File: config.mk
export PLATFORM = sky130hd
export DESIGN_NAME = axil_master_gen
export DESIGN_NICKNAME = d
export VERILOG_FILES = /design/src/rtl/axi_pkg.sv /design/src/rtl/axil_timeout_cnt.sv /design/src/rtl/axil_master_gen.sv
export SDC_FILE = /design/constraint.sdc
export NUM_CORES = 1
export LEC_CHECK = 0
export ABC_AREA = 0
export BUFFER_PORTS_ARGS = -buffer_cell sky130_fd_sc_hd__buf_2
export CAP_MARGIN = 20
export CORE_ASPECT_RATIO = 1.1
export CORE_MARGIN = 2
export CORE_UTILIZATION = 47
export DETAILED_ROUTE_END_ITERATION = 8
export PLACE_DENSITY = 0.8
export SYNTH_ARGS = -nofsm -noshare
export SYNTH_HDL_FRONTEND = slang
export SYNTH_SLANG_ARGS = --single-unit
File: constraint.sdc
create_clock -name clk_i -period 2.4 [get_ports clk_i]
set_input_delay 0.36 -clock clk_i [delete_from_list [all_inputs] [get_ports clk_i]]
set_output_delay 0.36 -clock clk_i [all_outputs]
set_load 0.02 [all_outputs]
File: src/rtl/axi_pkg.sv
// Shared AXI-Lite definitions: master FSM state encoding and response codes.
package axi_pkg;

  typedef enum logic [2:0] {
    IDLE    = 3'd0,
    AR      = 3'd1,
    R       = 3'd2,
    AW_W    = 3'd3,
    WAIT_AW = 3'd4,
    WAIT_W  = 3'd5,
    B       = 3'd6,
    ACK     = 3'd7
  } state_t;

  localparam logic [1:0] RESP_OKAY    = 2'b00;
  localparam logic [1:0] RESP_TIMEOUT = 2'b01;
  localparam logic [1:0] RESP_SLVERR  = 2'b10;
  localparam logic [1:0] RESP_DECERR  = 2'b11;

  // States in which the master is waiting on the slave and may time out.
  function automatic logic is_wait_state(state_t s);
    return (s inside {AR, R, AW_W, WAIT_AW, WAIT_W, B});
  endfunction

endpackage

File: src/rtl/axil_timeout_cnt.sv
// Per-phase wait counter; expired is high in the TIMEOUT-th consecutive enabled cycle.
module axil_timeout_cnt #(
  parameter int TIMEOUT = 256
) (
  input  logic clk_i,
  input  logic rst_i,
  input  logic clr,
  input  logic en,
  output logic expired
);

  localparam int CW = (TIMEOUT > 0) ? $clog2(TIMEOUT + 1) : 1;

  generate
    if (TIMEOUT > 0) begin : g_cnt
      localparam logic [CW-1:0] LAST = CW'(TIMEOUT - 1);

      logic [CW-1:0] cnt_q, cnt_d;

      // Saturates at LAST so the compare can never be skipped by a wrap.
      always_comb begin
        cnt_d = cnt_q;
        if (clr) begin
          cnt_d = '0;
        end else if (en && (cnt_q != LAST)) begin
          cnt_d = cnt_q + CW'(1);
        end
      end

      always_ff @(posedge clk_i or negedge rst_i) begin
        if (!rst_i) begin
          cnt_q <= '0;
        end else begin
          cnt_q <= cnt_d;
        end
      end

      assign expired = en && (cnt_q == LAST);
    end else begin : g_off
      assign expired = 1'b0;
    end
  endgenerate

endmodule

File: src/rtl/axil_master_gen.sv
// Simple request/ready handshake to AXI4-Lite master bridge, one transaction at a time.
module axil_master_gen
  import axi_pkg::*;
#(
  parameter  int ADDR_W  = 32,
  parameter  int DATA_W  = 32,
  parameter  int TIMEOUT = 256,
  localparam int STRB_W  = DATA_W / 8
) (
  input  logic              clk_i,
  input  logic              rst_i,
  input  logic              hs_read_i,
  input  logic              hs_write_i,
  input  logic [ADDR_W-1:0] hs_addr_i,
  input  logic [DATA_W-1:0] hs_data_i,
  input  logic [STRB_W-1:0] byte_select_i,
  output logic              hs_ready_o,
  output logic [DATA_W-1:0] hs_data_o,
  output logic              hs_err_o,
  output logic [1:0]        hs_errcode_o,
  output logic              arvalid_o,
  input  logic              arready_i,
  output logic [ADDR_W-1:0] araddr_o,
  input  logic              rvalid_i,
  output logic              rready_o,
  input  logic [DATA_W-1:0] rdata_i,
  input  logic [1:0]        rresp_i,
  output logic              awvalid_o,
  input  logic              awready_i,
  output logic [ADDR_W-1:0] awaddr_o,
  output logic              wvalid_o,
  input  logic              wready_i,
  output logic [DATA_W-1:0] wdata_o,
  output logic [STRB_W-1:0] wstrb_o,
  input  logic              bvalid_i,
  output logic              bready_o,
  input  logic [1:0]        bresp_i
);

  state_t              state_q, state_d;
  logic [ADDR_W-1:0]   addr_q, addr_d;
  logic [DATA_W-1:0]   wdata_q, wdata_d;
  logic [STRB_W-1:0]   strb_q, strb_d;
  logic [DATA_W-1:0]   rdata_q, rdata_d;
  logic [1:0]          code_q, code_d;
  logic                expired;
  logic                cnt_clr;

  // The counter restarts on every state change so each phase gets its own budget.
  assign cnt_clr = (state_d != state_q);

  axil_timeout_cnt #(
    .TIMEOUT (TIMEOUT)
  ) u_timeout (
    .clk_i   (clk_i),
    .rst_i   (rst_i),
    .clr     (cnt_clr),
    .en      (is_wait_state(state_q)),
    .expired (expired)
  );

  always_comb begin
    state_d = state_q;
    addr_d  = addr_q;
    wdata_d = wdata_q;
    strb_d  = strb_q;
    rdata_d = rdata_q;
    code_d  = code_q;
    case (state_q)
      IDLE: begin
        if (hs_read_i || hs_write_i) begin
          addr_d  = hs_addr_i;
          wdata_d = hs_data_i;
          strb_d  = byte_select_i;
          state_d = hs_read_i ? AR : AW_W;
        end
      end
      AR: begin
        if (arready_i) begin
          state_d = R;
        end else if (expired) begin
          state_d = ACK;
          code_d  = RESP_TIMEOUT;
        end
      end
      R: begin
        if (rvalid_i) begin
          rdata_d = rdata_i;
          code_d  = rresp_i;
          state_d = ACK;
        end else if (expired) begin
          state_d = ACK;
          code_d  = RESP_TIMEOUT;
        end
      end
      AW_W: begin
        // A handshake in the expiry cycle still counts as accepted by the slave.
        if (awready_i && wready_i) begin
          state_d = B;
        end else if (awready_i) begin
          state_d = WAIT_W;
        end else if (wready_i) begin
          state_d = WAIT_AW;
        end else if (expired) begin
          state_d = ACK;
          code_d  = RESP_TIMEOUT;
        end
      end
      WAIT_AW: begin
        if (awready_i) begin
          state_d = B;
        end else if (expired) begin
          state_d = ACK;
          code_d  = RESP_TIMEOUT;
        end
      end
      WAIT_W: begin
        if (wready_i) begin
          state_d = B;
        end else if (expired) begin
          state_d = ACK;
          code_d  = RESP_TIMEOUT;
        end
      end
      B: begin
        if (bvalid_i) begin
          code_d  = bresp_i;
          state_d = ACK;
        end else if (expired) begin
          state_d = ACK;
          code_d  = RESP_TIMEOUT;
        end
      end
      ACK: begin
        state_d = IDLE;
      end
      default: begin
        state_d = IDLE;
      end
    endcase
  end

  always_ff @(posedge clk_i or negedge rst_i) begin
    if (!rst_i) begin
      state_q <= IDLE;
      addr_q  <= '0;
      wdata_q <= '0;
      strb_q  <= '0;
      rdata_q <= '0;
      code_q  <= RESP_OKAY;
    end else begin
      state_q <= state_d;
      addr_q  <= addr_d;
      wdata_q <= wdata_d;
      strb_q  <= strb_d;
      rdata_q <= rdata_d;
      code_q  <= code_d;
    end
  end

  // All handshake outputs decode from the registered state, so reset clears them at once.
  assign arvalid_o    = (state_q == AR);
  assign rready_o     = (state_q == R);
  assign awvalid_o    = (state_q == AW_W) || (state_q == WAIT_AW);
  assign wvalid_o     = (state_q == AW_W) || (state_q == WAIT_W);
  assign bready_o     = (state_q == B);
  assign hs_ready_o   = (state_q == ACK);
  assign hs_err_o     = hs_ready_o && (code_q != RESP_OKAY);
  assign hs_errcode_o = code_q;
  assign hs_data_o    = rdata_q;

  assign araddr_o = arvalid_o ? addr_q  : '0;
  assign awaddr_o = awvalid_o ? addr_q  : '0;
  assign wdata_o  = wvalid_o  ? wdata_q : '0;
  assign wstrb_o  = wvalid_o  ? strb_q  : '0;

endmodule

==> results.sh, run 1 <==
export IMPL_status="completed"
export IMPL_worstPathMaxFanout=37
export IMPL_hold_path_startpoint="rdata_i[31]"
export IMPL_ios=254
export IMPL_critPathSlowestCell="dfrtp_2"
export IMPL_peakVddDrop_mv=0.8705
export IMPL_combPwrFrac_pct=46.7
export IMPL_min_period_ps=2312
export IMPL_finalSetupTns_ps=0
export IMPL_register_area_sq_um=2854
export IMPL_yosysWarnings=0
export IMPL_cts_made_buffers=17
export IMPL_r2r_end="u_timeout.g_cnt.cnt_q[8]"
export IMPL_start_util_pct=48.04
export IMPL_rr_startpoint="u_timeout.g_cnt.cnt_q[3]"
export IMPL_internal_power_uw=6560
export IMPL_cts_tree="done"
export IMPL_drive_gt1_share_pct=58.26
export IMPL_syn_area_sq_um=5471
export IMPL_power_density_nw_per_um2=1444
export IMPL_multi_input_area_sq_um=2469
export IMPL_ant_nets=0
export IMPL_vias=4436
export IMPL_synth_area_per_cell_sq_um=12.32
export IMPL_drt_iter0_markers=200
export IMPL_die_h_microns=117.2
export IMPL_tightest_slew_ps=564.4
export IMPL_syn_nets=559
export IMPL_drc_errors=0
export IMPL_seq_area_frac_synth_pct=52.14
export IMPL_htree_levels=4
export IMPL_path_class="register to output pin"
export IMPL_swShare_pct=39.89
export IMPL_numPortBuffers=253
export IMPL_rsz0062_at_grt="no"
export IMPL_clkLatencyLatePin_ps=400
export IMPL_place_gp_congestion=0.8896
export IMPL_max_clock_path_buffers=2
export IMPL_hold_class="input pin to register"
export IMPL_setup_viol=0
export IMPL_grt_pass1_vias=4397
export IMPL_hold_viol=0
export IMPL_dr_pass1_iters=4
export IMPL_grt_max_degree=73
export IMPL_wl_microns=14160
export IMPL_crit_chain="buf_4 -> buf_4 -> xor2_2 -> buf_6 -> and3_1 -> buf_2"
export IMPL_netlist_instances=444
export IMPL_switchingPower_uw=4354
export IMPL_whs_endpoint="hs_data_o[31]"
export IMPL_worstPathRequired_ps=2040
export IMPL_start_kind="register"
export IMPL_path_buf_inv=4
export IMPL_maxCapViolations=0
export IMPL_cp_end_kind="output pin"
export IMPL_routedWlPerCell_microns=16.39
export IMPL_path_clk_slew_ps=60
export IMPL_hold_worst_slack_ps=185.1
export IMPL_slew_headroom_pct=62.37
export IMPL_viasPerCell=5.134
export IMPL_critPathTopFamily="buffers and inverters"
export IMPL_overflow=0
export IMPL_grt_total_usage_pct=22.08
export IMPL_n_fill_cell=910
export IMPL_slowest_delay_ps=410
export IMPL_hpwl_microns=9924
export IMPL_synthToLayoutAreaGrowth_pct=38.10
export IMPL_dieArea_sq_um=12520
export IMPL_synth_enable_flop_cells=0
export IMPL_synth_async_reset_ratio_pct=100.0
export IMPL_synth_seq_cells=114
export IMPL_final_nets=817
export IMPL_ff2ff_path_depth=10
export IMPL_n_antenna_cell=0
export IMPL_cpMostUsedCell="buf_4"
export IMPL_die_w_microns=106.9
export IMPL_r2r_slack_ps=140
export IMPL_worstPathArrival_ps=1950
export IMPL_fin_crit_sh_pct=96.33
export IMPL_cts_sinks=114
export IMPL_hold_depth=2
export IMPL_antenna_found_initial=0
export IMPL_seqPwrFrac_pct=30.8
export IMPL_timing_fmax_ghz=0.4325
export IMPL_p_leak_uw=0.003949
export IMPL_synth_ff_type="dfrtp_1"
export IMPL_core_sq_um=11390
export IMPL_clockRootBuffer="clkbuf_16"
export IMPL_fin_skew_ps=8.829
export IMPL_row_count=41
export IMPL_power_frac_clock_pct=22.5
export IMPL_grt_pass1_wl_microns=21460
export IMPL_synth_distinct_cells=48
export IMPL_slew_violations=0
## cell usage in the layout, fill, tap and decap left out, types with 3 or more instances in the layout
cell / netlist / final
nor2_1: 16 / 16
o21ai_0: 6 / 6
and3_1: 38 / 38
buf_4: 7 / 11
buf_2: 7 / 252
buf_12: 0 / 3
and2_1: 66 / 66
mux2_2: 98 / 98
inv_1: 7 / 6
inv_6: 0 / 4
nand4_1: 3 / 3
dfrtp_1: 114 / 113
a211oi_1: 3 / 3
clkinvlp_4: 0 / 3
a31oi_1: 3 / 3
nand2_1: 4 / 4
xor2_1: 6 / 6
nor3_4: 2 / 3
mux2i_1: 3 / 3
clkinv_4: 0 / 4
nand3_1: 4 / 4
o21ai_4: 0 / 3
a21oi_1: 3 / 3
clkbuf_16: 0 / 17
## sequential cells by signal, indices dropped and copies added (netlist names)
| signal | flops |
|---|---|
| hs_data_o | 32 |
| addr_q | 32 |
| state_q | 3 |
| u_timeout.g_cnt.cnt_q | 9 |
| wdata_q | 32 |
| hs_errcode_o | 2 |
| strb_q | 4 |
## worst max path at each step
stage                                   from  depth (start not counted)                        to  slack (ps)
floorplan           u_timeout.g_cnt.cnt_q[3]                          9  u_timeout.g_cnt.cnt_q[8]         260
global placement    u_timeout.g_cnt.cnt_q[3]                          9  u_timeout.g_cnt.cnt_q[6]         100
detailed placement  u_timeout.g_cnt.cnt_q[3]                          9  u_timeout.g_cnt.cnt_q[6]          20
CTS                               state_q[0]                          5              awaddr_o[18]           2
global route                      state_q[1]                          6                wstrb_o[3]           2
finish                            state_q[1]                          6                wstrb_o[3]          90
## per-stage QoR
step / std cells / utilization, % / setup slack [ps] / power [uW] / instance area [sq um]
after CTS: 861 / 65.84 / 2.069 / 10850 / 7498
final: 864 / 66.35 / 88.10 / 10910 / 7556
after detailed placement: 826 / 60.28 / 22.23 / 8226 / 6865
after global routing: 864 / 66.35 / 1.902 / 11540 / 7556
after floorplan: 444 / - / 259.8 / 6697 / 5472
after global placement: 826 / 60.28 / 104.5 / 8030 / 6865
## routing by layer
metal	track usage, %	up-vias	share of wire (%)
met1	25.18	2149	39
met5	0	-	0
met3	7.309	14	7.4
met4	8.139	0	1.4
met2	38.98	202	52
li1	-	2071	-
## cell families after synthesis
group	synth area share, %
simple gates	17.15
flops	52.14
mux	21.13
buf+inv	3.933
compound gates	3.613
xor+xnor	1.578
fa+ha+maj	0.4573
## power by group through the flow
| stage | registers, uW | logic [uW] | clock network (uW) |
|---|---|---|---|
| finish | 3360 | 5090 | 2460 |
| global route | 3490 | 5460 | 2590 |
| CTS | 3360 | 4980 | 2510 |
| detailed placement | 3390 | 4840 | 0 |
| global placement | 3320 | 4710 | 0 |
| floorplan | 3590 | 3100 | 0 |
## cells in the mapped netlist, types with 2 or more instances
library cell / count / area (sq um)
nor3_4: 2 / 32.53
buf_6: 3 / 33.78
nor2_1: 16 / 60.06
buf_4: 7 / 52.55
o21ai_0: 6 / 30.03
a32oi_1: 2 / 17.52
o21a_1: 2 / 15.01
mux2_1: 2 / 22.52
a21oi_1: 3 / 15.01
clkbuf_1: 14 / 52.55
inv_1: 7 / 26.28
nor4b_1: 2 / 17.52
ha_1: 2 / 25.02
and3_1: 38 / 237.7
xor2_1: 6 / 52.55
a31oi_1: 3 / 18.77
nor3_1: 2 / 10.01
buf_2: 7 / 35.03
o21ai_2: 2 / 17.52
nand3_1: 4 / 20.02
xnor2_1: 2 / 17.52
nand2_1: 4 / 15.01
mux2_2: 98 / 1104
dfrtp_1: 114 / 2853
mux2i_1: 3 / 30.03
a211oi_1: 3 / 22.52
and2_1: 66 / 412.9
nand2b_1: 2 / 12.51
nand4_1: 3 / 18.77
## repair_timing
item                       in CTS  in global routing
cloned                          1                  1
hold buffers                    1                  0
resized for setup               3                  6
setup buffers                   2                  2
hold endpoints to repair       42                  0
setup endpoints to repair      34                 78
pin swaps                       0                  2
## cell type report
type	count	area share [%]
Clock buffer	17	5.630
Timing Repair Buffer	269	19.01
Sequential cell	114	37.77
Inverter	7	0.3477
Tap cell	150	2.484
Multi-Input combinational cell	293	32.67
Clock inverter	14	2.086
Note: power is estimated with default switching activity, not from simulation.
==> run 2, diff against run 1 <==
Settings changed: ABC_AREA 0 to unset, BUFFER_PORTS_ARGS -buffer_cell sky130_fd_sc_hd__buf_2 to unset, CORE_UTILIZATION 47 to 50, DONT_BUFFER_PORTS set to 1, PLACE_DENSITY 0.8 to unset.
==> run 2 against run 1 <==
Against the previous run:
- the flow now finishes with violations (negative hold slack)
- maximum frequency grew 0.38%
- design area shrank 17%
- clock power is 8.5% lower
- global-route usage is 2.1 points lower
- largest power group is now registers
==> results.sh, run 2 (synthesized netlist as in run 1, its figures left out) <==
export IMPL_status="finished, violations left"
export IMPL_violations="negative hold slack"
export IMPL_rr_startpoint="u_timeout.g_cnt.cnt_q[3]"
export IMPL_crit_start="state_q[0]"
export IMPL_tightest_slew_ps=382.0
export IMPL_die_h_microns=113.7
export IMPL_grt_pass1_wl_microns=18370
export IMPL_place_gp_congestion=0.8268
export IMPL_use_met3_pct=8.914
export IMPL_grt_total_usage_pct=20.01
export IMPL_grt_pass1_vias=3574
export IMPL_dr_pass1_iters=4
export IMPL_swShare_pct=40.83
export IMPL_vias=3438
export IMPL_antenna_found_initial=1
export IMPL_busiest_layer="met2"
export IMPL_path_buf_inv=2
export IMPL_start_util_pct=50.61
export IMPL_ff2ff_path_depth=10
export IMPL_critPathSlowestCell="or3_2"
export IMPL_row_count=40
export IMPL_slew_violations=0
export IMPL_viasPerCell=5.655
export IMPL_worstPathRequired_ps=2040
export IMPL_ios=254
export IMPL_timing_fmax_ghz=0.4342
export IMPL_die_w_microns=103.7
export IMPL_cts_sinks=114
export IMPL_dieArea_sq_um=11800
export IMPL_power_frac_clock_pct=23.1
export IMPL_slowest_delay_ps=470
export IMPL_min_period_ps=2303
export IMPL_layout_commonest_cell="dfrtp_1"
export IMPL_p_leak_uw=0.002777
export IMPL_htree_levels=4
export IMPL_p_total_uw=9732
export IMPL_n_antenna_cell=0
export IMPL_fin_util_pct=57.74
export IMPL_internal_power_uw=5758
export IMPL_r2r_end="u_timeout.g_cnt.cnt_q[8]"
export IMPL_cp_end_kind="output pin"
export IMPL_multi_input_area_sq_um=2459
export IMPL_cts_tree="done"
export IMPL_switchingPower_uw=3974
export IMPL_peakVddDrop_mv=0.7341
export IMPL_clockRootBuffer="clkbuf_16"
export IMPL_worstPathArrival_ps=1940
export IMPL_use_met1_pct=22.93
export IMPL_final_cell_mix="113 x dfrtp_1, 98 x mux2_2, 52 x and2_1"
export IMPL_cp_depth=5
export IMPL_critPathTopFamily="simple AND/OR/NAND/NOR gates"
export IMPL_start_kind="register"
export IMPL_final_nets=564
export IMPL_path_clk_slew_ps=50
export IMPL_slew_headroom_pct=74.18
export IMPL_overflow=0
export IMPL_clkLatencyLatePin_ps=410
export IMPL_numPortBuffers=0
export IMPL_hold_viol=114
export IMPL_use_met2_pct=33.16
export IMPL_register_area_sq_um=2854
export IMPL_hold_worst_slack_ps=-348.1
export IMPL_max_clock_path_buffers=2
export IMPL_fin_skew_ps=11.38
export IMPL_seqPwrFrac_pct=38.9
export IMPL_synthToLayoutAreaGrowth_pct=14.09
export IMPL_drc_errors=0
export IMPL_routedWlPerCell_microns=19.51
export IMPL_r2r_slack_ps=140
export IMPL_ant_nets=0
export IMPL_hpwl_microns=8180
export IMPL_setup_viol=0
export IMPL_crit_chain="inv_1 -> or3_2 -> o21ai_2 -> buf_6 -> and2_1"
export IMPL_drt_iter0_markers=114
export IMPL_grt_max_degree=115
export IMPL_core_sq_um=10810
export IMPL_maxCapViolations=0
export IMPL_n_fill_cell=900
export IMPL_hold_class="input pin to async pin"
export IMPL_cts_made_buffers=17
export IMPL_path_class="register to output pin"
export IMPL_wl_microns=11870
export IMPL_endpoint="awaddr_o[9]"
export IMPL_drive_gt1_share_pct=38.83
export IMPL_worstPathMaxFanout=33
export IMPL_combPwrFrac_pct=38.0
export IMPL_power_density_nw_per_um2=1559
export IMPL_fin_crit_sh_pct=95.97
[run 2: what timing repair did]
item	CTS	global route
pin swaps	1	0
resized for setup	2	18
endpoints found under the hold margin	114	114
endpoints found under the setup margin	78	41
cloned	0	0
buffers inserted	1	0
[run 2: worst min path at each step]
stage               start           to  slack (ps)  depth (start not counted)
floorplan           rst_i    addr_q[0]          60                          0
global placement    rst_i   addr_q[26]          70                          0
global route        rst_i   addr_q[24]        -370                          0
finish              rst_i   state_q[0]        -350                          0
CTS                 rst_i  wdata_q[15]        -370                          0
detailed placement  rst_i   addr_q[26]          70                          0
[run 2: power by group through the flow]
stage / registers (uW) / logic, uW / clock network [uW]
2_1_floorplan: 3590 / 3100 / 0
3_3_place_gp: 3780 / 3580 / 0
3_5_place_dp: 3800 / 3660 / 0
4_1_cts: 3800 / 3680 / 2310
5_1_grt: 3910 / 3990 / 2410
6_report: 3780 / 3700 / 2250
[run 2: per-stage QoR]
| stage | area, sq um | worst slack [ps] | setup TNS (ps) | instances | hold slack (ps) |
|---|---|---|---|---|---|
| final | 6242 | 96.83 | 0 | 608 | -348.1 |
| after global routing | 6242 | -1.342 | -1.552 | 608 | -369.3 |
| after CTS | 6202 | 0.9992 | 0 | 608 | -367.6 |
| after detailed placement | 5650 | -5.965 | -13.94 | 576 | 68.13 |
| after global placement | 5650 | 98.30 | 0 | 576 | 67.04 |
| after floorplan | 5472 | 259.8 | 0 | 444 | 64.41 |
[run 2: final cells by class]
class	instances	area share [%]
sequential	114	45.72
inverter	7	0.4209
tap	147	2.946
clock buffer	18	7.035
clock inverter	13	1.664
multi-input combinational	291	39.39
timing repair buffer	18	2.826
[run 2: layer usage]
metal / routed length [microns] / share of wire (%)
met3: 1059 / 8.9
met2: 5951 / 50
met5: 13 / 0.11
met4: 224 / 1.9
met1: 4615 / 39
==> run 3, diff against run 2 <==
Settings changed: CORE_ASPECT_RATIO 1.1 to unset.
==> run 3 against run 2 <==
Against the previous run:
- the flow still finishes with violations (negative hold slack)
- sequential share of layout area is 3.9 points lower
- count of clock-buffer cells in the layout did not move
- first-iteration DRC count up 7.0%
- design area is 9.3% higher
- power up 6.6%
- via count rose by 6.4%
- clock power increased by 15%
- critical path depth decreased by 1
- critical path type unchanged
- highest routed layer unchanged
==> results.sh, run 3 (synthesized netlist as in run 1, its figures left out) <==
export IMPL_fin_crit_sh_pct=95.91
export IMPL_synthToLayoutAreaGrowth_pct=24.65
export IMPL_drc_errors=0
export IMPL_ant_nets=0
export IMPL_power_frac_clock_pct=24.9
export IMPL_place_gp_congestion=0.8837
export IMPL_clkLatencyLatePin_ps=490
export IMPL_critPathSlowestCell="or3_4"
export IMPL_worstPathArrival_ps=1940
export IMPL_seqPwrFrac_pct=36.2
export IMPL_maxCapViolations=0
export IMPL_n_fill_cell=840
export IMPL_core_sq_um=10750
export IMPL_fin_skew_ps=9.783
export IMPL_max_clock_path_buffers=2
export IMPL_fin_ws_ps=98.28
export IMPL_tightest_slew_ps=491.4
export IMPL_htree_levels=4
export IMPL_row_count=38
export IMPL_drive_gt1_share_pct=45.13
export IMPL_grt_pass1_vias=3673
export IMPL_switchingPower_uw=4062
export IMPL_wl_microns=12910
export IMPL_swShare_pct=39.16
export IMPL_numPortBuffers=0
export IMPL_dpl_cell_count=569
export IMPL_layout_cells_non_filler=643
export IMPL_drt_iter0_markers=122
export IMPL_die_h_microns=108.6
export IMPL_die_w_microns=108.6
export IMPL_crit_start="state_q[2]"
export IMPL_violations="negative hold slack"
export IMPL_path_clk_slew_ps=60
export IMPL_p_leak_uw=0.003005
export IMPL_grt_pass1_wl_microns=19040
export IMPL_clockRootBuffer="clkbuf_8"
export IMPL_design_area_sq_um=6820
export IMPL_hpwl_microns=8537
export IMPL_crit_chain="buf_4 -> or3_4 -> o21ai_4 -> and2_2"
export IMPL_rr_startpoint="u_timeout.g_cnt.cnt_q[3]"
export IMPL_start_util_pct=50.92
export IMPL_grt_max_degree=115
export IMPL_overflow=0
export IMPL_dr_pass1_iters=4
export IMPL_ios=254
export IMPL_worstPathMaxFanout=17
export IMPL_slew_headroom_pct=66.78
export IMPL_peakVddDrop_mv=0.7727
export IMPL_vias=3659
export IMPL_start_kind="register"
export IMPL_final_cell_mix="114 x dfrtp_1, 98 x mux2_2, 41 x dlygate4sd3_1"
export IMPL_final_nets=606
export IMPL_place_area_sq_um=5629
export IMPL_power_density_nw_per_um2=1521
export IMPL_path_class="register to output pin"
export IMPL_setup_viol=0
export IMPL_cp_end_kind="output pin"
export IMPL_slew_violations=0
export IMPL_cts_sinks=114
export IMPL_cts_tree="done"
export IMPL_combPwrFrac_pct=38.9
export IMPL_hold_viol=114
export IMPL_n_antenna_cell=0
export IMPL_status="finished, violations left"
export IMPL_dpl_worst_slack_ps=-23.35
export IMPL_antenna_found_initial=1
export IMPL_min_period_ps=2302
export IMPL_dieArea_sq_um=11800
export IMPL_routedWlPerCell_microns=20.08
export IMPL_layout_commonest_cell="dfrtp_1"
export IMPL_viasPerCell=5.691
export IMPL_hold_class="input pin to async pin"
export IMPL_p_total_uw=10370
export IMPL_grt_total_usage_pct=21.05
export IMPL_post_cts_buffers=0
export IMPL_worstPathRequired_ps=2040
export IMPL_timing_fmax_ghz=0.4345
export IMPL_cts_made_buffers=17
export IMPL_hold_worst_slack_ps=-433.8
export IMPL_internal_power_uw=6312
export IMPL_slowest_delay_ps=390
export IMPL_rsz0062_at_grt="no"
-- run 3: changes by cell type in the layout (fill, tap and decap cells not counted), sizes merged --
| cell | before | now |
|---|---|---|
| o21ai | 8 | 10 |
| bufinv | 0 | 4 |
| clkinvlp | 5 | 3 |
| dlygate4sd3 | 0 | 41 |
| inv | 11 | 9 |
| buf | 18 | 17 |
-- run 3: worst paths after layout --
kind | slack, ps | cells past startpoint | to
max in group asynchronous | 2600 | 0 | addr_q[16]
max reg2reg | 100 | 9 | u_timeout.g_cnt.cnt_q[8]
min reg2reg | 500 | 1 | wdata_q[15]
min | -430 | 0 | addr_q[22]
max | 100 | 4 | awaddr_o[2]
min in group clk_i | 20 | 1 | hs_data_o[0]
-- run 3: worst max-delay path, delay by kind of cell, from the launching register on --
kind	cells	cell delay, ps
compound gates	1	200
buf+inv	1	200
flops	1	360
simple gates	2	700
-- run 3: what timing repair did --
action	CTS	global route
hold buffers	24	17
endpoints found under the hold margin	138	131
pin swaps	2	1
gates resized for setup	57	26
setup endpoints to repair	73	39
cloned	2	0
-- run 3: power by group through the flow --
stage | logic [uW] | registers, uW | clock network, uW
2_1_floorplan | 3100 | 3590 | 0
3_3_place_gp | 3570 | 3740 | 0
3_5_place_dp | 3650 | 3780 | 0
4_1_cts | 3920 | 3760 | 2630
5_1_grt | 4340 | 3880 | 2730
6_report | 4040 | 3760 | 2580
-- run 3: final cells by class --
class	instances	area [sq um]	share of cell area [%]
well taps	140	175.2	2.568
multi-input cells	293	2575	37.75
inverters	7	26.28	0.3853
flip-flops and latches	114	2853	41.83
clock inverters	13	183.9	2.697
repair buffers	58	579.3	8.494
clock buffers	18	427.9	6.274
-- run 3: through the flow --
stage               utilization (%)  setup TNS, ps
finish                        63.47              0
global route                  63.47              0
CTS                           61.27        -0.1346
detailed placement            52.39         -125.4
global placement              52.39              0
floorplan                         -              0
-- run 3: routing by layer --
metal	global-route usage (%)	vias up	part of all wire (%)
met1	23.91	1820	37
met2	36.21	176	52
met3	8.548	21	9.1
met4	6.777	2	1.4
li1	-	1640	-
met5	0	-	0.085
